`config.mk`:
```
export PLATFORM = sky130hd
export DESIGN_NAME = bayer_decimate_rgb565
export DESIGN_NICKNAME = d
export VERILOG_FILES = /design/src/rtl/cam_pkg.sv /design/src/rtl/bayer_line_buffer.sv /design/src/rtl/bayer_decimate_rgb565.sv
export SDC_FILE = /design/constraint.sdc
export NUM_CORES = 2
export LEC_CHECK = 0
export CORE_MARGIN = 1.5
export CORE_UTILIZATION = 31
export CTS_BUF_LIST = sky130_fd_sc_hd__clkbuf_16
export CTS_CLUSTER_SIZE = 28
export DETAILED_ROUTE_END_ITERATION = 8
export GPL_ROUTABILITY_DRIVEN = 0
export PLACE_DENSITY = 0.48
export SYNTH_ARGS = -nofsm -noshare
export SYNTH_HDL_FRONTEND = slang
export SYNTH_HIERARCHICAL = 1
export SYNTH_SLANG_ARGS = --single-unit
```
`constraint.sdc`:
```
create_clock -name clk -period 3.6 [get_ports clk]
set_input_delay 1.08 -clock clk [delete_from_list [all_inputs] [get_ports clk]]
set_output_delay 1.08 -clock clk [all_outputs]
set_load 0.01 [all_outputs]
```
`src/rtl/cam_pkg.sv`:
```
// Shared camera-path definitions: Bayer CFA orders, RGB565 field widths,
// colour-bar palette and the raw-to-RGB565 truncation helper.
package cam_pkg;

  typedef enum logic [1:0] {
    RGGB = 2'd0,
    GRBG = 2'd1,
    GBRG = 2'd2,
    BGGR = 2'd3
  } bayer_e;

  localparam int R_W   = 5;
  localparam int G_W   = 6;
  localparam int B_W   = 5;
  localparam int RGB_W = R_W + G_W + B_W;

  localparam logic [RGB_W-1:0] BAR_WHITE   = 16'hFFFF;
  localparam logic [RGB_W-1:0] BAR_YELLOW  = 16'hFFE0;
  localparam logic [RGB_W-1:0] BAR_CYAN    = 16'h07FF;
  localparam logic [RGB_W-1:0] BAR_GREEN   = 16'h07E0;
  localparam logic [RGB_W-1:0] BAR_MAGENTA = 16'hF81F;
  localparam logic [RGB_W-1:0] BAR_RED     = 16'hF800;
  localparam logic [RGB_W-1:0] BAR_BLUE    = 16'h001F;
  localparam logic [RGB_W-1:0] BAR_BLACK   = 16'h0000;

  function automatic logic [RGB_W-1:0] bar_colour(input logic [2:0] idx);
    case (idx)
      3'd0:    return BAR_WHITE;
      3'd1:    return BAR_YELLOW;
      3'd2:    return BAR_CYAN;
      3'd3:    return BAR_GREEN;
      3'd4:    return BAR_MAGENTA;
      3'd5:    return BAR_RED;
      3'd6:    return BAR_BLUE;
      default: return BAR_BLACK;
    endcase
  endfunction

  // Channels arrive MSB-aligned in 16 bits, so truncation is a fixed top slice.
  function automatic logic [RGB_W-1:0] raw_to_565(input logic [15:0] r,
                                                  input logic [15:0] g,
                                                  input logic [15:0] b);
    return {r[15 -: R_W], g[15 -: G_W], b[15 -: B_W]};
  endfunction

endpackage

```
`src/rtl/bayer_line_buffer.sv`:
```
// Simple dual-port line buffer (one write, one registered read) holding the
// top half of each selected Bayer quad; written so tools infer block RAM.
module bayer_line_buffer #(
  parameter int DEPTH = 160,
  parameter int WIDTH = 20,
  parameter int AW    = 8
) (
  input  logic             clk,
  input  logic             we,
  input  logic [AW-1:0]    waddr,
  input  logic [WIDTH-1:0] wdata,
  input  logic             re,
  input  logic [AW-1:0]    raddr,
  output logic [WIDTH-1:0] rdata
);

  logic [WIDTH-1:0] mem_q [DEPTH];
  logic [WIDTH-1:0] rdata_q;

  always_ff @(posedge clk) begin
    if (we) mem_q[waddr] <= wdata;
    if (re) rdata_q <= mem_q[raddr];
  end

  assign rdata = rdata_q;

endmodule

```
`src/rtl/bayer_decimate_rgb565.sv`:
```
// Bayer RAW to RGB565 quad-decimating converter with regenerated syncs and
// frame status. Optional colour-bar generator enabled by TEST_PATTERN_EN.
module bayer_decimate_rgb565
  import cam_pkg::*;
#(
  parameter int PIX_W     = 10,
  parameter int IN_WIDTH  = 640,
  parameter int IN_HEIGHT = 480,
  parameter int DEC       = 2,
  parameter int BAYER     = 0
) (
  input  logic             clk,
  input  logic             rst,
  input  logic [PIX_W-1:0] pix_data,
  input  logic             href,
  input  logic             vsync,
`ifdef TEST_PATTERN_EN
  input  logic             tp_on,
`endif
  output logic [15:0]      rgb565,
  output logic             valid_out,
  output logic             href_out,
  output logic             vsync_out,
  output logic             frame_done,
  output logic             line_err
);

  localparam int OUT_WIDTH  = IN_WIDTH / (2 * DEC);
  localparam int OUT_HEIGHT = IN_HEIGHT / (2 * DEC);
  localparam int HW = $clog2(IN_WIDTH + 2);
  localparam int VW = $clog2(IN_HEIGHT + 1);
  localparam int DW = (DEC > 1) ? $clog2(DEC) : 1;
  localparam int CW = $clog2(OUT_WIDTH + 1);
  localparam int AW = (OUT_WIDTH > 1) ? $clog2(OUT_WIDTH) : 1;
  localparam int LW = $clog2(OUT_HEIGHT + 1);
  localparam logic [HW-1:0] H_LEN    = HW'(IN_WIDTH);
  localparam logic [HW-1:0] H_SAT    = HW'(IN_WIDTH + 1);
  localparam logic [VW-1:0] V_LEN    = VW'(IN_HEIGHT);
  localparam logic [DW-1:0] DEC_LAST = DW'(DEC - 1);
  localparam logic [CW-1:0] OW_C     = CW'(OUT_WIDTH);
  localparam logic [CW-1:0] OW_LAST  = CW'(OUT_WIDTH - 1);
  localparam logic [LW-1:0] OH_C     = LW'(OUT_HEIGHT);
  localparam logic [LW-1:0] OH_LAST  = LW'(OUT_HEIGHT - 1);
  localparam bayer_e ORDER = bayer_e'(BAYER[1:0]);

  logic             href_q, href_d, vsync_q;
  logic [HW-1:0]    h_q, h_d;
  logic [VW-1:0]    v_q, v_d;
  logic [DW-1:0]    qcm_q, qcm_d, qrm_q, qrm_d;
  logic [CW-1:0]    col_q, col_d, ocnt_q, ocnt_d;
  logic [LW-1:0]    oline_q, oline_d;
  logic [PIX_W-1:0] tl_q, tl_d, bl_q, bl_d;
  logic [RGB_W-1:0] rgb_q, rgb_d;
  logic             valid_q, valid_d, href_out_q, href_out_d;
  logic             line_last_q, line_last_d, frame_done_q, frame_done_d;
  logic             line_err_q, line_err_d;
  logic             buf_we, buf_re, px_ok, h_fall, sel;
  logic [2*PIX_W-1:0] rd_data;

  bayer_line_buffer #(.DEPTH(OUT_WIDTH), .WIDTH(2 * PIX_W), .AW(AW)) u_lbuf (
    .clk   (clk),
    .we    (buf_we),
    .waddr (col_q[AW-1:0]),
    .wdata ({tl_q, pix_data}),
    .re    (buf_re),
    .raddr (col_q[AW-1:0]),
    .rdata (rd_data)
  );

  // Quad assembly at the BR pixel: top pair from the buffer, BL registered.
  logic [PIX_W-1:0] q_tl, q_tr, q_r, q_g1, q_g2, q_b;
  logic [PIX_W:0]   g_sum;
  logic [RGB_W-1:0] pix565;

  always_comb begin
    q_tl = rd_data[2*PIX_W-1:PIX_W];
    q_tr = rd_data[PIX_W-1:0];
    case (ORDER)
      RGGB:    begin q_r = q_tl; q_g1 = q_tr; q_g2 = bl_q;     q_b = pix_data; end
      GRBG:    begin q_r = q_tr; q_g1 = q_tl; q_g2 = pix_data; q_b = bl_q;     end
      GBRG:    begin q_r = bl_q; q_g1 = q_tl; q_g2 = pix_data; q_b = q_tr;     end
      default: begin q_r = pix_data; q_g1 = q_tr; q_g2 = bl_q; q_b = q_tl;     end
    endcase
    g_sum  = {1'b0, q_g1} + {1'b0, q_g2};
    pix565 = raw_to_565(16'(q_r) << (16 - PIX_W),
                        16'(g_sum[PIX_W:1]) << (16 - PIX_W),
                        16'(q_b) << (16 - PIX_W));
  end

`ifdef TEST_PATTERN_EN
  localparam int BAR_W = (OUT_WIDTH / 8 > 0) ? OUT_WIDTH / 8 : 1;
  logic tp_q, tp_d;
  int   bar_i;
`endif

  always_comb begin
    href_d = href;     h_d = h_q;       v_d = v_q;
    qcm_d = qcm_q;     qrm_d = qrm_q;   col_d = col_q;
    ocnt_d = ocnt_q;   oline_d = oline_q;
    tl_d = tl_q;       bl_d = bl_q;     rgb_d = rgb_q;
    line_err_d = line_err_q;
    valid_d = 1'b0;    line_last_d = 1'b0;  frame_done_d = 1'b0;
    href_out_d = 1'b0; buf_we = 1'b0;       buf_re = 1'b0;
    px_ok  = href && !vsync && (h_q < H_LEN) && (v_q < V_LEN);
    h_fall = href_q && !href && !vsync;
    sel    = (qcm_q == '0) && (qrm_q == '0) && (col_q < OW_C) && (oline_q < OH_C);
`ifdef TEST_PATTERN_EN
    tp_d  = (vsync_q && !vsync) ? tp_on : tp_q;
    bar_i = int'(ocnt_q) / BAR_W;
    if (bar_i > 7) bar_i = 7;
`endif
    if (vsync) begin
      h_d = '0; v_d = '0; qcm_d = '0; qrm_d = '0; col_d = '0;
      ocnt_d = '0; oline_d = '0;
      if (!vsync_q) line_err_d = 1'b0;
    end else begin
      if (href) begin
        if (h_q != H_SAT) h_d = h_q + 1'b1;
      end else begin
        h_d = '0; qcm_d = '0; col_d = '0;
      end
      if (px_ok) begin
        if (h_q[0]) begin
          qcm_d = (qcm_q == DEC_LAST) ? '0 : qcm_q + 1'b1;
          if (qcm_q == DEC_LAST) col_d = col_q + 1'b1;
        end
        if (sel) begin
          case ({v_q[0], h_q[0]})
            2'b00:   tl_d = pix_data;
            2'b01:   buf_we = 1'b1;
            2'b10:   begin buf_re = 1'b1; bl_d = pix_data; end
            default: begin
              valid_d = 1'b1;
              rgb_d   = pix565;
`ifdef TEST_PATTERN_EN
              if (tp_q) rgb_d = bar_colour(3'(bar_i));
`endif
            end
          endcase
        end
      end
      if (h_fall) begin
        if (h_q != H_LEN) line_err_d = 1'b1;
        if (v_q != V_LEN) v_d = v_q + 1'b1;
        if (v_q[0] && (v_q < V_LEN)) qrm_d = (qrm_q == DEC_LAST) ? '0 : qrm_q + 1'b1;
        ocnt_d = '0;
      end
      if (valid_d) ocnt_d = ocnt_q + 1'b1;
      line_last_d = valid_d && (ocnt_q == OW_LAST);
      if (line_last_q) begin
        oline_d      = oline_q + 1'b1;
        frame_done_d = (oline_q == OH_LAST);
      end
      // A short output line is closed at the input line end rather than left hanging.
      href_out_d = valid_d || (href_out_q && !line_last_q && !h_fall);
    end
  end

  always_ff @(posedge clk or posedge rst) begin
    if (rst) begin
      href_q <= 1'b0;  vsync_q <= 1'b0;  h_q <= '0;  v_q <= '0;
      qcm_q <= '0;     qrm_q <= '0;      col_q <= '0; ocnt_q <= '0;
      oline_q <= '0;   tl_q <= '0;       bl_q <= '0;  rgb_q <= '0;
      valid_q <= 1'b0; href_out_q <= 1'b0; line_last_q <= 1'b0;
      frame_done_q <= 1'b0; line_err_q <= 1'b0;
    end else begin
      href_q <= href_d;  vsync_q <= vsync;  h_q <= h_d;  v_q <= v_d;
      qcm_q <= qcm_d;    qrm_q <= qrm_d;    col_q <= col_d; ocnt_q <= ocnt_d;
      oline_q <= oline_d; tl_q <= tl_d;     bl_q <= bl_d;  rgb_q <= rgb_d;
      valid_q <= valid_d; href_out_q <= href_out_d; line_last_q <= line_last_d;
      frame_done_q <= frame_done_d; line_err_q <= line_err_d;
    end
  end

`ifdef TEST_PATTERN_EN
  always_ff @(posedge clk or posedge rst) begin
    if (rst) tp_q <= 1'b0;
    else     tp_q <= tp_d;
  end
`endif

  assign rgb565     = rgb_q;
  assign valid_out  = valid_q;
  assign href_out   = href_out_q;
  assign vsync_out  = vsync_q;
  assign frame_done = frame_done_q;
  assign line_err   = line_err_q;

endmodule
```
==> impl_metrics.toml <==
[grt]
grt_max_degree = 68
grt_pass1_vias = 49400
grt_overflow = 0
grt_pass1_wl_mm = 406
antenna_found_initial = 16
grt_use_total_pct = 18.3

[worst_setup_path]
cp_max_fo = 27
crit_family = "compound AO/OA/AOI/OAI gates"
slowest_delay_ps = 760
required_ps = 4330
path_cells = "buf_12 > buf_4 > mux4_2 > nand2_1 > a311oi_1 > o211ai_1 > buf_4 > a32oi_1 > buf_4"
crit_type = "register to register"
worstPathArrival_ps = 4300
r2r_end = "u_lbuf/rdata[8]$_DFFE_PP_"
worst-r2r-setup-slack_ps = 30
path_common_cell = "buf_4"
end_kind = "register"
r2r_cells = 9
cp.buffers_inverters = 4
critPathSlowestCell = "a311oi_1"
start_kind = "register"
r2r_start = "col_q[0]$_DFF_PP0_"

[floorplan]
dieWidth_um = 563
dieArea_sq_um = 318000
io_pins = 35
num_rows = 205
start_util_pct = 31.2
core_area_sq_um = 312000
die_h_um = 563

[power_and_ir_drop]
powerDensity_nw_per_um2 = 536
p_sw_share_pct = 21.5
power.internal_w = 0.0495
vdd_drop_max_mv = 0.321
totalPowerFinal_w = 0.0630
p_switching_w = 0.0135
p_comb_share_pct = 3.2
leakagePower_nw = 36.5
seqPwrFrac_pct = 52.7
p_clk_share_pct = 44.2

[final_layout]
final_common_cell = "edfxtp_1"
area_growth_syn_to_layout_pct = 20.8
final_cell_mix = "2,415 x edfxtp_1, 603 x mux4_2, 379 x buf_4"
final_layout_size_suffix_gt1_share_pct = 33.4
nNetsFinal = 5183

[synth]
synth_area_sq_um = 97400
ys.warnings.count = 6
synth_fp_nets = 4597
syn_inst = 4566
avgSynthCellArea_sq_um = 21.3

[timing]
slew_headroom_pct = 22.9
hold_viol = 0
fin_crit_ps = 3570
fmax_ghz = 0.280
setup_violations = 0
slew_violations = 0
rsz0062_at_grt = "yes"
tightest_slew_ps = 1160
fin_tns_setup_ps = 0
period_share_pct = 99.3
clock-skew-final_ps = 50.8

[placement]
portBuffers = 34
post-dp-hpwl_mm = 196

[clock_network]
cts_tree = "built"
clk_pin_slew_worst_paths_ps = 60
cts_inserted_buffers = 277
cts_buffer_depth = 4
cts-root-buf = "clkbuf_16"
cts.sinks = 2497
ctsHoldBuffers = 0
htreeDepth = 5
clock_latency_ps = 860

[hold_path]
holdPathEnd = "rgb565[12]$_DFFE_PP0P_"
min_path_type = "register to register"
holdCritStartpoint = "u_lbuf/rdata[16]$_DFFE_PP_"
whs_path_depth = 1

[detailed_routing]
wl_mm = 293
first_iter_violations = 5835
drt_first_pass_iters = 6
vias = 49100
viasPerCell = 5.16
detail-route-antenna-nets = 0
drcViolationCount = 0
avgRoutedWirePerCell_um = 30.8

[status]
status = "completed"

[job]
cap_violations = 0
[through the flow]
step | cell area [sq um] | util [%] | worst slack (ps) | hold slack [ps] | instances
2_1_floorplan | 97600 | - | -204 | 451 | 4566
3_3_place_gp | 109000 | 34.8 | -186 | 475 | 9013
3_5_place_dp | 109000 | 34.8 | -200 | 474 | 9013
4_1_cts | 118000 | 37.7 | 1.80 | 485 | 9504
5_1_grt | 118000 | 37.7 | -24.3 | 511 | 9505
6_report | 118000 | 37.7 | 25.3 | 478 | 9510
[layout make-up]
cell class	count	area (sq um)
fill	28000	195000
sequential	2497	74600
multi-input combinational	1733	21400
timing repair buffer	625	7430
clock buffer	282	7060
tap	4140	5180
clock inverter	209	1800
inverter	18	77.6
antenna	6	15.0
[how the worst max path moves through the flow]
| stage | from | end | slack [ps] | cells past startpoint |
|---|---|---|---|---|
| floorplan | vsync | u_lbuf/mem_q[127][0]$_DFFE_PP_ | -200 | 9 |
| global placement | href | u_lbuf/mem_q[27][15]$_DFFE_PP_ | -190 | 10 |
| detailed placement | href | u_lbuf/mem_q[30][9]$_DFFE_PP_ | -200 | 10 |
| CTS | col_q[0]$_DFF_PP0_ | u_lbuf/rdata[8]$_DFFE_PP_ | 2 | 9 |
| global route | col_q[0]$_DFF_PP0_ | u_lbuf/rdata[3]$_DFFE_PP_ | -20 | 11 |
| finish | col_q[0]$_DFF_PP0_ | u_lbuf/rdata[8]$_DFFE_PP_ | 30 | 9 |
[registers in the layout, summed over array words and instances (netlist names)]
register and count:
bl_q 10, col_q 8, frame_done 1, h_q 10
href_out 1, href_q 1, line_err 1, line_last_q 1
ocnt_q 8, oline_q 7, qcm_q 1, qrm_q 1
rgb565 16, tl_q 5, u_lbuf/mem_q 2400, u_lbuf/rdata 15
v_q 9, valid_out 1, vsync_out 1
[metal layers]
| metal | wire, um | track usage, % | share of wire (%) | up-vias |
|---|---|---|---|---|
| li1 | - | - | - | 20200 |
| met1 | 125000 | 25.5 | 43 | 26500 |
| met2 | 137000 | 28.9 | 47 | 1950 |
| met3 | 21200 | 3.76 | 7.3 | 398 |
| met4 | 8550 | 5.11 | 2.9 | 8 |
| met5 | 211 | 0 | 0.072 | - |
[worst reg2reg max path: cells and delay by family, from the launching register on]
kind | cells | cell delay (ps)
and+or+nand+nor | 1 | 70
muxes | 1 | 350
buffers and inverters | 4 | 1070
AOI/OAI and AO/OA | 3 | 1420
DFF | 1 | 540
[repair_timing]
item / CTS / global route
setup endpoints to repair: 3 / 7
setup buffers: 0 / 0
cloned: 0 / 0
pin swaps: 0 / 2
gates resized for setup: 3 / 7
[power groups by stage]
stage | combinational [W] | clock (W) | sequential [W]
floorplan | 0.000337 | 0 | 0.0339
global placement | 0.00204 | 0 | 0.0338
detailed placement | 0.00208 | 0 | 0.0338
CTS | 0.00208 | 0.0284 | 0.0332
global route | 0.00218 | 0.0295 | 0.0332
finish | 0.00199 | 0.0278 | 0.0332
(Power assumes the default switching activity.)
